===== src/rtl/mips_ctrl_pkg.sv =====
// mips_ctrl_pkg: shared constants and types for the multi-cycle MIPS control FSM.
//   Holds the opcode/funct constants, the ALUCtrl encodings, the FSM state enum
//   and the packed datapath-control payload registered at instruction accept.
package mips_ctrl_pkg;

    localparam int unsigned WORD_W  = 32;
    localparam int unsigned OP_W    = 6;
    localparam int unsigned FUNCT_W = 6;
    localparam int unsigned ALU_W   = 4;
    localparam int unsigned WAIT_W  = 4;

    localparam logic [OP_W-1:0] OP_RTYPE = 6'h00;
    localparam logic [OP_W-1:0] OP_ADDI  = 6'h08;
    localparam logic [OP_W-1:0] OP_LW    = 6'h23;
    localparam logic [OP_W-1:0] OP_SW    = 6'h2B;

    localparam logic [FUNCT_W-1:0] FN_ADD = 6'h20;
    localparam logic [FUNCT_W-1:0] FN_SUB = 6'h22;
    localparam logic [FUNCT_W-1:0] FN_AND = 6'h24;
    localparam logic [FUNCT_W-1:0] FN_OR  = 6'h25;
    localparam logic [FUNCT_W-1:0] FN_NOR = 6'h27;
    localparam logic [FUNCT_W-1:0] FN_SLT = 6'h2A;

    localparam logic [ALU_W-1:0] ALU_AND = 4'b0000;
    localparam logic [ALU_W-1:0] ALU_OR  = 4'b0001;
    localparam logic [ALU_W-1:0] ALU_ADD = 4'b0010;
    localparam logic [ALU_W-1:0] ALU_SUB = 4'b0110;
    localparam logic [ALU_W-1:0] ALU_SLT = 4'b0111;
    localparam logic [ALU_W-1:0] ALU_NOR = 4'b1100;

    typedef enum logic [2:0] {
        ST_IDLE,
        ST_DECODE,
        ST_EXEC,
        ST_MEM,
        ST_WB
    } state_e;

    // Datapath steering held constant from accept until the next accept.
    typedef struct packed {
        logic             reg_dst;
        logic             alu_src;
        logic [ALU_W-1:0] alu_ctrl;
        logic             mem_to_reg;
    } ctrl_t;

    localparam ctrl_t CTRL_RESET = '{reg_dst: 1'b0, alu_src: 1'b0,
                                     alu_ctrl: ALU_ADD, mem_to_reg: 1'b0};

endpackage


===== src/rtl/mips_alu_decoder.sv =====
// mips_alu_decoder: combinational {opcode, funct} -> {ALUCtrl, legal}.
//   opcode_i    in   6  instruction [31:26]
//   funct_i     in   6  instruction [5:0]
//   alu_ctrl_c  out  4  ALU operation (add for I-type and unsupported ops)
//   legal_c     out  1  opcode/funct combination is supported
module mips_alu_decoder
    import mips_ctrl_pkg::*;
(
    input  logic [OP_W-1:0]    opcode_i,
    input  logic [FUNCT_W-1:0] funct_i,
    output logic [ALU_W-1:0]   alu_ctrl_c,
    output logic               legal_c
);

    always_comb begin
        alu_ctrl_c = ALU_ADD;
        legal_c    = 1'b0;
        case (opcode_i)
            OP_RTYPE: begin
                legal_c = 1'b1;
                case (funct_i)
                    FN_ADD:  alu_ctrl_c = ALU_ADD;
                    FN_SUB:  alu_ctrl_c = ALU_SUB;
                    FN_AND:  alu_ctrl_c = ALU_AND;
                    FN_OR:   alu_ctrl_c = ALU_OR;
                    FN_NOR:  alu_ctrl_c = ALU_NOR;
                    FN_SLT:  alu_ctrl_c = ALU_SLT;
                    default: legal_c    = 1'b0;
                endcase
            end
            OP_ADDI, OP_LW, OP_SW: legal_c = 1'b1;
            default: legal_c = 1'b0;
        endcase
    end

endmodule


===== src/rtl/mips_multicycle_ctrl.sv =====
// mips_multicycle_ctrl: multi-cycle control FSM sequencing the MIPS datapath
//   one instruction at a time (IDLE -> DECODE -> EXEC -> {MEM, WB} -> IDLE).
//   clk, resetN (sync, active-low); instrValid/instrIn/instrReady accept handshake;
//   instrOut held IR; RegDst/ALUSrc/ALUCtrl/MemtoReg steering; MemRead level;
//   MemWrite/RegWrite/done/illegal one-cycle pulses. All outputs registered.
//   Optional MIPS_PERF_CNT_EN adds retiredCnt/cycleCnt performance counters.
module mips_multicycle_ctrl
    import mips_ctrl_pkg::*;
#(
    parameter int unsigned MEM_WAIT = 0
`ifdef MIPS_PERF_CNT_EN
   ,parameter int unsigned CNT_W    = 32
`endif
) (
    input  logic              clk,
    input  logic              resetN,
    input  logic              instrValid,
    input  logic [WORD_W-1:0] instrIn,
    output logic              instrReady,
    output logic [WORD_W-1:0] instrOut,
    output logic              RegDst,
    output logic              ALUSrc,
    output logic [ALU_W-1:0]  ALUCtrl,
    output logic              MemRead,
    output logic              MemWrite,
    output logic              MemtoReg,
    output logic              RegWrite,
    output logic              done,
    output logic              illegal
`ifdef MIPS_PERF_CNT_EN
   ,output logic [CNT_W-1:0]  retiredCnt,
    output logic [CNT_W-1:0]  cycleCnt
`endif
);

    localparam logic [WAIT_W-1:0] MEM_LAST = WAIT_W'(MEM_WAIT);

    state_e            state_q, state_d;
    logic [WORD_W-1:0] ir_q, ir_d;
    ctrl_t             ctrl_q, ctrl_d;
    logic [WAIT_W-1:0] wait_q, wait_d;
    logic              ready_q, ready_d;
    logic              mem_read_q, mem_read_d;
    logic              mem_write_q, mem_write_d;
    logic              reg_write_q, reg_write_d;
    logic              done_q, done_d;
    logic              illegal_q, illegal_d;

    logic [OP_W-1:0]   in_op;
    logic [ALU_W-1:0]  dec_alu_c;
    logic              dec_legal_c;
    ctrl_t             dec_ctrl_c;
    logic              is_lw, is_sw;
    logic [WAIT_W-1:0] wait_inc;

    assign in_op    = instrIn[WORD_W-1 -: OP_W];
    assign is_lw    = (ir_q[WORD_W-1 -: OP_W] == OP_LW);
    assign is_sw    = (ir_q[WORD_W-1 -: OP_W] == OP_SW);
    assign wait_inc = wait_q + WAIT_W'(1);

    // Decode straight off instrIn so steering is valid from the DECODE cycle.
    mips_alu_decoder u_alu_dec (
        .opcode_i   (in_op),
        .funct_i    (instrIn[FUNCT_W-1:0]),
        .alu_ctrl_c (dec_alu_c),
        .legal_c    (dec_legal_c)
    );

    always_comb begin
        dec_ctrl_c.reg_dst    = dec_legal_c && (in_op == OP_RTYPE);
        dec_ctrl_c.alu_src    = dec_legal_c && (in_op != OP_RTYPE);
        dec_ctrl_c.alu_ctrl   = dec_alu_c;
        dec_ctrl_c.mem_to_reg = dec_legal_c && (in_op == OP_LW);
    end

    // Next state and next registered outputs; pulses default low every cycle.
    always_comb begin
        state_d     = state_q;
        ir_d        = ir_q;
        ctrl_d      = ctrl_q;
        wait_d      = wait_q;
        ready_d     = 1'b0;
        mem_read_d  = 1'b0;
        mem_write_d = 1'b0;
        reg_write_d = 1'b0;
        done_d      = 1'b0;
        illegal_d   = 1'b0;
        case (state_q)
            ST_IDLE: begin
                ready_d = 1'b1;
                if (instrValid && ready_q) begin
                    ready_d   = 1'b0;
                    ir_d      = instrIn;
                    ctrl_d    = dec_ctrl_c;
                    illegal_d = ~dec_legal_c;
                    state_d   = ST_DECODE;
                end
            end
            ST_DECODE: begin
                if (illegal_q) begin
                    state_d = ST_IDLE;
                    ready_d = 1'b1;
                end else begin
                    state_d = ST_EXEC;
                end
            end
            ST_EXEC: begin
                if (is_lw || is_sw) begin
                    state_d     = ST_MEM;
                    wait_d      = '0;
                    mem_read_d  = is_lw;
                    mem_write_d = is_sw && (MEM_LAST == '0);
                    done_d      = is_sw && (MEM_LAST == '0);
                end else begin
                    state_d     = ST_WB;
                    reg_write_d = 1'b1;
                    done_d      = 1'b1;
                end
            end
            ST_MEM: begin
                mem_read_d = is_lw;
                if (wait_q == MEM_LAST) begin
                    if (is_lw) begin
                        state_d     = ST_WB;
                        reg_write_d = 1'b1;
                        done_d      = 1'b1;
                    end else begin
                        state_d = ST_IDLE;
                        ready_d = 1'b1;
                    end
                end else begin
                    wait_d = wait_inc;
                    // sw writes and retires in the final MEM cycle.
                    mem_write_d = is_sw && (wait_inc == MEM_LAST);
                    done_d      = is_sw && (wait_inc == MEM_LAST);
                end
            end
            ST_WB: begin
                state_d = ST_IDLE;
                ready_d = 1'b1;
            end
            default: state_d = ST_IDLE;
        endcase
    end

    always_ff @(posedge clk) begin
        if (!resetN) begin
            state_q     <= ST_IDLE;
            ir_q        <= '0;
            ctrl_q      <= CTRL_RESET;
            wait_q      <= '0;
            ready_q     <= 1'b0;
            mem_read_q  <= 1'b0;
            mem_write_q <= 1'b0;
            reg_write_q <= 1'b0;
            done_q      <= 1'b0;
            illegal_q   <= 1'b0;
        end else begin
            state_q     <= state_d;
            ir_q        <= ir_d;
            ctrl_q      <= ctrl_d;
            wait_q      <= wait_d;
            ready_q     <= ready_d;
            mem_read_q  <= mem_read_d;
            mem_write_q <= mem_write_d;
            reg_write_q <= reg_write_d;
            done_q      <= done_d;
            illegal_q   <= illegal_d;
        end
    end

    assign instrReady = ready_q;
    assign instrOut   = ir_q;
    assign RegDst     = ctrl_q.reg_dst;
    assign ALUSrc     = ctrl_q.alu_src;
    assign ALUCtrl    = ctrl_q.alu_ctrl;
    assign MemtoReg   = ctrl_q.mem_to_reg;
    assign MemRead    = mem_read_q;
    assign MemWrite   = mem_write_q;
    assign RegWrite   = reg_write_q;
    assign done       = done_q;
    assign illegal    = illegal_q;

`ifdef MIPS_PERF_CNT_EN
    logic [CNT_W-1:0] retired_q;
    logic [CNT_W-1:0] cycle_q;

    // retiredCnt steps in the same edge that raises done.
    always_ff @(posedge clk) begin
        if (!resetN) begin
            retired_q <= '0;
            cycle_q   <= '0;
        end else begin
            cycle_q <= cycle_q + CNT_W'(1);
            if (done_d) begin
                retired_q <= retired_q + CNT_W'(1);
            end
        end
    end

    assign retiredCnt = retired_q;
    assign cycleCnt   = cycle_q;
`endif

endmodule


===== config.mk =====
export PLATFORM = sky130hd
export DESIGN_NAME = mips_multicycle_ctrl
export DESIGN_NICKNAME = d
export VERILOG_FILES = /design/src/rtl/mips_ctrl_pkg.sv /design/src/rtl/mips_alu_decoder.sv /design/src/rtl/mips_multicycle_ctrl.sv
export SDC_FILE = /design/constraint.sdc
export NUM_CORES = 1
export LEC_CHECK = 0
export ABC_CLOCK_PERIOD_IN_PS = 1780
export BUFFER_PORTS_ARGS = -buffer_cell sky130_fd_sc_hd__buf_2
export CAP_MARGIN = 15
export CORE_MARGIN = 5
export CORE_UTILIZATION = 48
export CTS_BUF_LIST = sky130_fd_sc_hd__clkbuf_16
export DETAILED_ROUTE_END_ITERATION = 6
export GPL_ROUTABILITY_DRIVEN = 0
export PLACE_DENSITY = 0.88
export SYNTH_ARGS = -nofsm -noshare
export SYNTH_HDL_FRONTEND = slang
export SYNTH_SLANG_ARGS = --single-unit

===== constraint.sdc =====
create_clock -name clk -period 1.78 [get_ports clk]
set_input_delay 0.356 -clock clk [delete_from_list [all_inputs] [get_ports clk]]
set_output_delay 0.356 -clock clk [all_outputs]
set_load 0.03 [all_outputs]

## After elaboration in Yosys (flattened, before gate mapping)

Cells that the tools add are included.
W data, S select, Z words.

- Input port bits: 35
- Register bits after elaboration: 52
- Logic and storage cells: 82
- Output and inout bits: 45

- Reduce and logical (&&, ||, !) cells: 18
- Add/sub/neg operators: 1
- Bitwise logic cells: 1
- Muxes and demuxes: 30
- Equality and inequality tests: 19

Operator list:

| cell | number |
|---|---|
| $eq A6 B6 Y1 const B | 10 |
| $pmux W4 S5 | 1 |
| $mux W1 | 13 |
| $mux W3 | 4 |
| $mux W4 | 3 |
| $pmux W3 S4 | 1 |
| $pmux W1 S2 | 5 |
| $logic_not A4 Y1 | 2 |
| $ne A2 B2 Y1 const B | 4 |
| $pmux W4 S2 | 1 |
| $eq A3 B2 Y1 const B | 2 |
| $eq A6 B4 Y1 const B | 1 |
| $logic_not A6 Y1 | 1 |
| $reduce_and A3 Y1 | 2 |
| $reduce_bool A6 Y1 | 1 |
| $reduce_or A6 Y1 | 1 |
| $logic_and A1 B1 Y1 | 5 |
| $add A4 B1 Y4 const B | 1 |
| $pmux W1 S4 | 1 |
| $reduce_and A2 Y1 | 2 |
| $eq A3 B1 Y1 const B | 1 |
| $eq A3 B3 Y1 const B | 1 |
| $logic_not A3 Y1 | 1 |
| $reduce_or A3 Y1 | 1 |
| 4 further kinds | 4 |

## Depth between registers and ports, before layout

Gate-level depths: netlist of run 1.

- Word-level depth: 5
- Depth in mapped cells: 6
- Mapped depth without buffers: 6

## Hierarchy

A second synthesis of run 1 with hierarchy kept.

- Cell total of the unflattened synthesis: 267
- Area total of the unflattened synthesis: 2264.7 um2

Modules (own cells, without submodules):

| module | seq. area each (um2) | area an instance (um2) | cells an instance | times used |
|---|---|---|---|---|
| mips_multicycle_ctrl | 1041.0 | 2120.8 | 247 | 1 |
| mips_alu_decoder | 0.0 | 143.9 | 20 | 1 |

## Worst setup path before layout of run 1

No wires, ideal clock.

- Path type: flip-flop to flip-flop
- Start: register ready_q (netlist: instrReady)
- End: register ctrl_q (netlist bit ALUCtrl[1])
- Arrival: 1.366 ns
- Setup time: 0.137 ns
- Data required time: 1.643 ns
- Path buffers: 2
- Setup slack: 0.277 ns
- Period minus slack after synthesis: 1.503 ns
- Stages on the path, launching flop included: 7
- Cells stage by stage: dfxtp_1 > nand3b_4 > or3_1 > buf_2 > buf_6 > nand2_1 > o211ai_2

- Cells in the longest elaborated chain, start to end: 2

Ends and longest elaborated chain:

| element | line | text |
|---|---|---|
| from (decl) | mips_multicycle_ctrl.sv:42 | `logic ready_q, ready_d;` |
| from (signal assigned) | mips_multicycle_ctrl.sv:163 | `ready_q <= ready_d;` |
| $logic_and A1 B1 Y1 | mips_multicycle_ctrl.sv:91 | `if (instrValid && ready_q) begin` |
| $reduce_and A2 Y1 (no line) | - |  |
| to (signal assigned) | mips_multicycle_ctrl.sv:161 | `ctrl_q <= ctrl_d;` |
| to (decl) | mips_multicycle_ctrl.sv:40 | `ctrl_t ctrl_q, ctrl_d;` |

Every way passes these cells.
A chain may end at the register's enable or synchronous reset.

## Worst setup path in the final report of run 1

- Start: register wait_q[0]
- End: register state_q[1]

- Cells in the longest elaborated chain, start to end: 3

Ends and longest elaborated chain:

| element | line | text |
|---|---|---|
| from (decl) | mips_multicycle_ctrl.sv:41 | `logic [WAIT_W-1:0] wait_q, wait_d;` |
| from (signal assigned) | mips_multicycle_ctrl.sv:162 | `wait_q <= wait_d;` |
| $logic_not A4 Y1 | mips_multicycle_ctrl.sv:122 | `if (wait_q == MEM_LAST) begin` |
| $ne A2 B2 Y1 (no line) | - |  |
| $reduce_and A2 Y1 (no line) | - |  |
| to (signal assigned) | mips_multicycle_ctrl.sv:159 | `state_q <= state_d;` |
| to (decl) | mips_multicycle_ctrl.sv:38 | `state_e state_q, state_d;` |

Every way passes these cells.

==> impl_metrics.yaml, run 1 <==
outcome:
  status: "finished clean"
synthesis:
  synth-adder-area-share_pct: 1.736
  yosysWarnings: 0
  ys.flop_type: "dfxtp_1"
  yosysTopAreaCellShare_pct: 48.15
  synth-simple-area-share_pct: 26.39
  synth_xor_xnor_area_share_pct: 0.8102
  ys_ff_latch: 52
  avgSynthCellArea_um2: 8.380
  syn_inst: 258
  synth-compound-area-share_pct: 16.61
  synth_top_family_by_area: "simple AND/OR/NAND/NOR gates"
  yosys-top-cells-area: "dfxtp_1 48%, nand2_1 14%, a21oi_1 8.6%"
  yosysSeqAreaShare_pct: 48.15
  synthesis.area_um2: 2162
  synth_mux_area_share_pct: 0.9838
  synth_edf_count: 0
  syn_nets: 296
  ys_async_sr_fraction_pct: 0
  yosys.area.top_type: "dfxtp_1"
  ys_types: 47
drt:
  dr.pass1.iters: 4
  drc: 0
  ant_nets: 0
  postRouteWirelength_um: 5325
  vias: 2070
  vias_per_cell: 5.321
  drt_iter0_markers: 132
  post_drt_wl_per_cell_um: 13.69
flow_run:
  cap_viol_max_count: 0
global_route:
  grt_pass1_wl_um: 8956
  grt_pass1_vias: 1978
  antenna_found_initial: 0
  overflow: 0
  grt_max_degree: 36
  grt_usage_pct: 18.06
finish:
  fin_nets: 374
  n_fill_cell: 379
  fin_cells: 389
  syn_to_final_growth_pct: 27.89
  drive_gt1_share_pct: 29.67
  n_antenna_cell: 0
cts:
  clk_pin_slew_ps: 70
  cts_tree: "done"
  postCtsSetupBuffers: 0
  numClockSinks: 52
  cts.htree.levels: 2
  cts-resized-gates: 0
  cts_buffers: 5
  cts-root-buf: "clkbuf_16"
  clk_path_buf_depth: 2
  hold_buffers: 0
  insertion_delay_ps: 290
timing:
  skew_ps: 3.664
  tightest_slew_ps: 502.4
  hold_viol: 0
  slew-limit-headroom_pct: 66.47
  tns_ps: 0
  grt_setup_unrepaired: "no"
  whs_ps: 299.4
  period_needed_ps: 1597
  period_share_pct: 89.71
  drv_slew: 0
  fmax_mhz: 626.2
  setup_viol: 0
  setup_ws_ps: 183.2
critical_path:
  critPathMaxStageDelay_ps: 360
  crit_family: "simple AND/OR/NAND/NOR gates"
  cp.required_ps: 1960
  path_max_fanout: 6
  critPathSlowestCell: "dfxtp_1"
  critPathCaptureType: "flop"
  path_cells: "inv_1, ha_1, nor3b_2, nand3_1, and3_1, o21a_1"
  critPathKind: "flop to flop"
  worstSetupStartpointType: "flop"
  worst-path-buf-inv: 1
  worstPathArrival_ps: 1780
placement:
  dp_slack_ps: 194.7
  numPortBuffers: 79
  dpl.hpwl_um: 3954
  place_inst: 381
floorplanning:
  io_pins: 80
  dieArea_um2: 5947
  initial_core_util_pct: 49.66
  rows: 24
  die_y_um: 77.12
  die_x_um: 77.12
  core_area_um2: 4354
power:
  p_per_area_nw_per_um2: 910.5
  vdd_drop_max_mv: 0.5531
  leakagePower_nw: 1.223
min_path:
  hold_class: "input port to flop"
[where the power goes]
part           internal, mW  switching (mW)
combinational         0.124           0.229
clock                 0.519           0.409
sequential             1.21          0.0292
total                  1.85           0.667
[final timing paths]
kind                from     endpoint  slack (ps)  depth (start not counted)
max            wait_q[0]   state_q[1]         180                          6
min           instrIn[7]  instrOut[7]         300                          3
max reg2reg    wait_q[0]   state_q[1]         180                          6
min reg2reg  instrOut[7]  instrOut[7]         450                          2
[placed cells by master, fill, tap and decap left out, types with 2 or more instances in the layout]
cell type / n
nand3_1: 6
a221oi_1: 3
nor2b_1: 3
ha_1: 3
nand4_1: 3
nor2_1: 5
a211oi_1: 3
inv_1: 7
o21a_1: 3
nor4_1: 3
buf_4: 3
and2_1: 2
and3_1: 3
o21ai_1: 3
clkbuf_16: 5
nor3_1: 2
nand3b_1: 2
nand2_1: 78
dfxtp_1: 52
buf_12: 3
buf_2: 79
a21oi_1: 37
[stage by stage]
stage                     total power [mW]  util, %  instance area [µm²]
after floorplan                      1.489        -                 2162
after global placement               1.609    60.23                 2623
after detailed placement             1.619    60.23                 2623
after CTS                            2.543    63.51                 2765
after global routing                 2.630    63.51                 2765
final                                2.518    63.51                 2765
[synthesized netlist by cell type (4+ instances only)]
cell type and count:
nand2_1 78, buf_6 4, nor2_1 5, dfxtp_1 52
a21oi_1 37, nand3_1 6, inv_1 7, clkbuf_1 7
[sequential cells by signal, indices dropped and copies added (netlist names), 3 cells and up]
register	flops
state_q	3
ALUCtrl	4
wait_q	4
instrOut	32
[cell type report]
class / count / area [µm²] / area share (%)
Clock inverter: 3 / 17.52 / 0.6335
Timing Repair Buffer: 85 / 478.0 / 17.29
Inverter: 7 / 26.28 / 0.9502
Multi-Input combinational cell: 185 / 1012 / 36.61
Sequential cell: 52 / 1041 / 37.65
Clock buffer: 5 / 125.1 / 4.525
Tap cell: 52 / 65.06 / 2.353
[worst reg2reg max path, cell delays in order, from the launching register on]
cell and delay, ps:
dfxtp_1 360, inv_1 70, ha_1 130, nor3b_2 280, nand3_1 210, and3_1 260
o21a_1 180
[metal layers]
layer | track usage, % | up-vias | share of wire [%]
li1 | - | 1044 | -
met1 | 20.83 | 958 | 40
met2 | 31.92 | 60 | 51
met3 | 4.801 | 8 | 7.3
met4 | 6.357 | 0 | 1.4
met5 | 0 | - | 0
[logic make-up (layout without fill, tap and decap cells)]
family / count (synthesis) / in the layout
flops: 52 / 52
fa+ha+maj: 3 / 3
mux: 2 / 2
buf+inv: 21 / 100
simple gates: 118 / 118
xor+xnor: 2 / 2
compound gates: 60 / 60
No activity file was read; power rests on OpenSTA's default activity.
==> run 2: changes to the inputs <==
Settings changed: ABC_CLOCK_PERIOD_IN_PS 1780 to 1400, CORE_UTILIZATION 48 to 44, PLACE_DENSITY 0.88 to 0.85.
Clock period 1.78 ns to 1.4 ns, I/O delays scaled along.
==> impl_metrics.yaml, run 2 (synthesis gave the netlist of run 1 again) <==
floorplanning:
  rows: 25
  io_pins: 80
  dieArea_um2: 6416
  die_y_um: 80.10
  core_area_um2: 4755
  die_x_um: 80.10
  initial_core_util_pct: 45.47
critical_path:
  path_cells: "inv_2, ha_4, nor3b_4, nand3_2, buf_6, a311oi_2"
  r2r_slack_ps: 10
  path_max_fanout: 4
  critPathLaunch: "wait_q[0]"
  critPathCaptureType: "flop"
  critPathMaxStageDelay_ps: 320
  cp-endpoint: "wait_q[1]"
  r2r-end: "wait_q[1]"
  cp.required_ps: 1590
  rr_startpoint: "wait_q[0]"
  worstPathArrival_ps: 1570
  critPathKind: "flop to flop"
  reg2reg_depth: 6
  worstSetupStartpointType: "flop"
  critPathSlowestCell: "dfxtp_2"
global_route:
  grt_max_degree: 25
  grt_pass1_wl_um: 9922
  grt_pass1_vias: 2152
  antenna_found_initial: 0
  grt_usage_pct: 19.79
  overflow: 0
finish:
  fin_cells: 423
  fin_nets: 393
  drive_gt1_share_pct: 39.89
  final_common_cell: "buf_2"
  n_antenna_cell: 0
  syn_to_final_growth_pct: 42.01
  final_core_util_pct: 64.58
  largest_reg_flops: 32
  n_fill_cell: 407
  final_cell_mix: "79 x buf_2, 78 x nand2_1, 44 x dfxtp_1"
flow_run:
  cap_viol_max_count: 0
cts:
  cts_buffers: 5
  cts.htree.levels: 2
  cts-root-buf: "clkbuf_16"
  numClockSinks: 52
  cts_tree: "done"
  clk_pin_slew_ps: 70
  insertion_delay_ps: 290
  hold_buffers: 0
  clk_path_buf_depth: 2
timing:
  grt_setup_unrepaired: "yes"
  setup_viol: 0
  tightest_slew_ps: 407.1
  drv_slew: 0
  whs_ps: 219.6
  period_needed_ps: 1386
  hold_viol: 0
  skew_ps: 8.346
  slew-limit-headroom_pct: 72.61
  fmax_mhz: 721.6
  setup_ws_ps: 14.24
  period_share_pct: 98.98
power:
  vdd_drop_max_mv: 0.7259
  leakagePower_nw: 1.353
  p_per_area_nw_per_um2: 1071
placement:
  dp_slack_ps: -81.46
  numPortBuffers: 79
  place_inst: 410
  dpl.hpwl_um: 4298
min_path:
  hold_class: "input port to flop"
drt:
  vias: 2193
  ant_nets: 0
  post_drt_wl_per_cell_um: 14.88
  drt_iter0_markers: 113
  dr.pass1.iters: 4
  vias_per_cell: 5.184
  postRouteWirelength_um: 6293
  drc: 0
outcome:
  status: "finished clean"
## run 2: cell count changes in the layout (fill, tap and decap cells not counted), moves of 2 or more
| cell | before | now |
|---|---|---|
| o21ai_1 | 3 | 1 |
| dfxtp_1 | 52 | 44 |
| a21oi_1 | 37 | 34 |
| buf_6 | 0 | 5 |
| o21ai_2 | 0 | 2 |
| inv_1 | 7 | 5 |
| a21oi_2 | 0 | 3 |
| inv_2 | 0 | 3 |
| buf_4 | 3 | 15 |
| dfxtp_2 | 0 | 8 |
## run 2: cell type report
| type | instances | area [µm²] | area share (%) |
|---|---|---|---|
| multi-input cells | 185 | 1087 | 35.41 |
| flip-flops and latches | 52 | 1051 | 34.23 |
| repair buffers | 104 | 676.9 | 22.05 |
| clock buffers | 5 | 125.1 | 4.075 |
| well taps | 67 | 83.83 | 2.730 |
| inverters | 7 | 26.28 | 0.8557 |
| clock inverters | 3 | 20.02 | 0.6520 |
## run 2: worst min-delay path by stage
stage	startpoint	to	slack, ps	depth (start not counted)
after floorplan	instrIn[26]	instrOut[26]	410	2
after global placement	instrOut[13]	instrOut[13]	440	2
after detailed placement	instrOut[13]	instrOut[13]	440	2
after CTS	instrIn[12]	instrOut[12]	220	3
after global routing	instrIn[12]	instrOut[12]	230	3
final	instrIn[12]	instrOut[12]	220	3
## run 2: power by group
group | total, mW | switching, mW | internal (mW)
clock | 1.19 | 0.530 | 0.659
combinational | 0.523 | 0.322 | 0.201
sequential | 1.58 | 0.0367 | 1.54
## run 2: worst max-delay path, delay by kind of cell (launching register included)
kind                     cells  cell delay (ps)
AND/OR/NAND/NOR              2              410
flip-flops                   1              320
AO/OA/AOI/OAI                1              230
buffers and inverters        2              210
adder cells (fa/ha/maj)      1              120
## run 2: stage by stage
step	power [mW]	cell area [µm²]	TNS (ps)
finish	3.287	3070	0
detailed placement	2.078	2759	-119.7
CTS	3.273	2967	0
global placement	2.066	2759	-35.18
global route	3.425	3070	-338.2
floorplan	1.895	2175	0
## run 2: what timing repair did
item / in CTS / in global routing
setup endpoints to repair: 6 / 32
pin swaps: 3 / 6
gates cloned: 1 / 1
buffers inserted: 0 / 3
resized for setup: 5 / 21
## run 2: layer usage
layer / track usage, % / wire length (µm) / vias up
li1: - / - / 1079
met1: 21.98 / 2557 / 1046
met2: 36.42 / 3272 / 61
met3: 4.484 / 346 / 7
met4: 7.264 / 116 / 0
met5: 0 / 0 / -
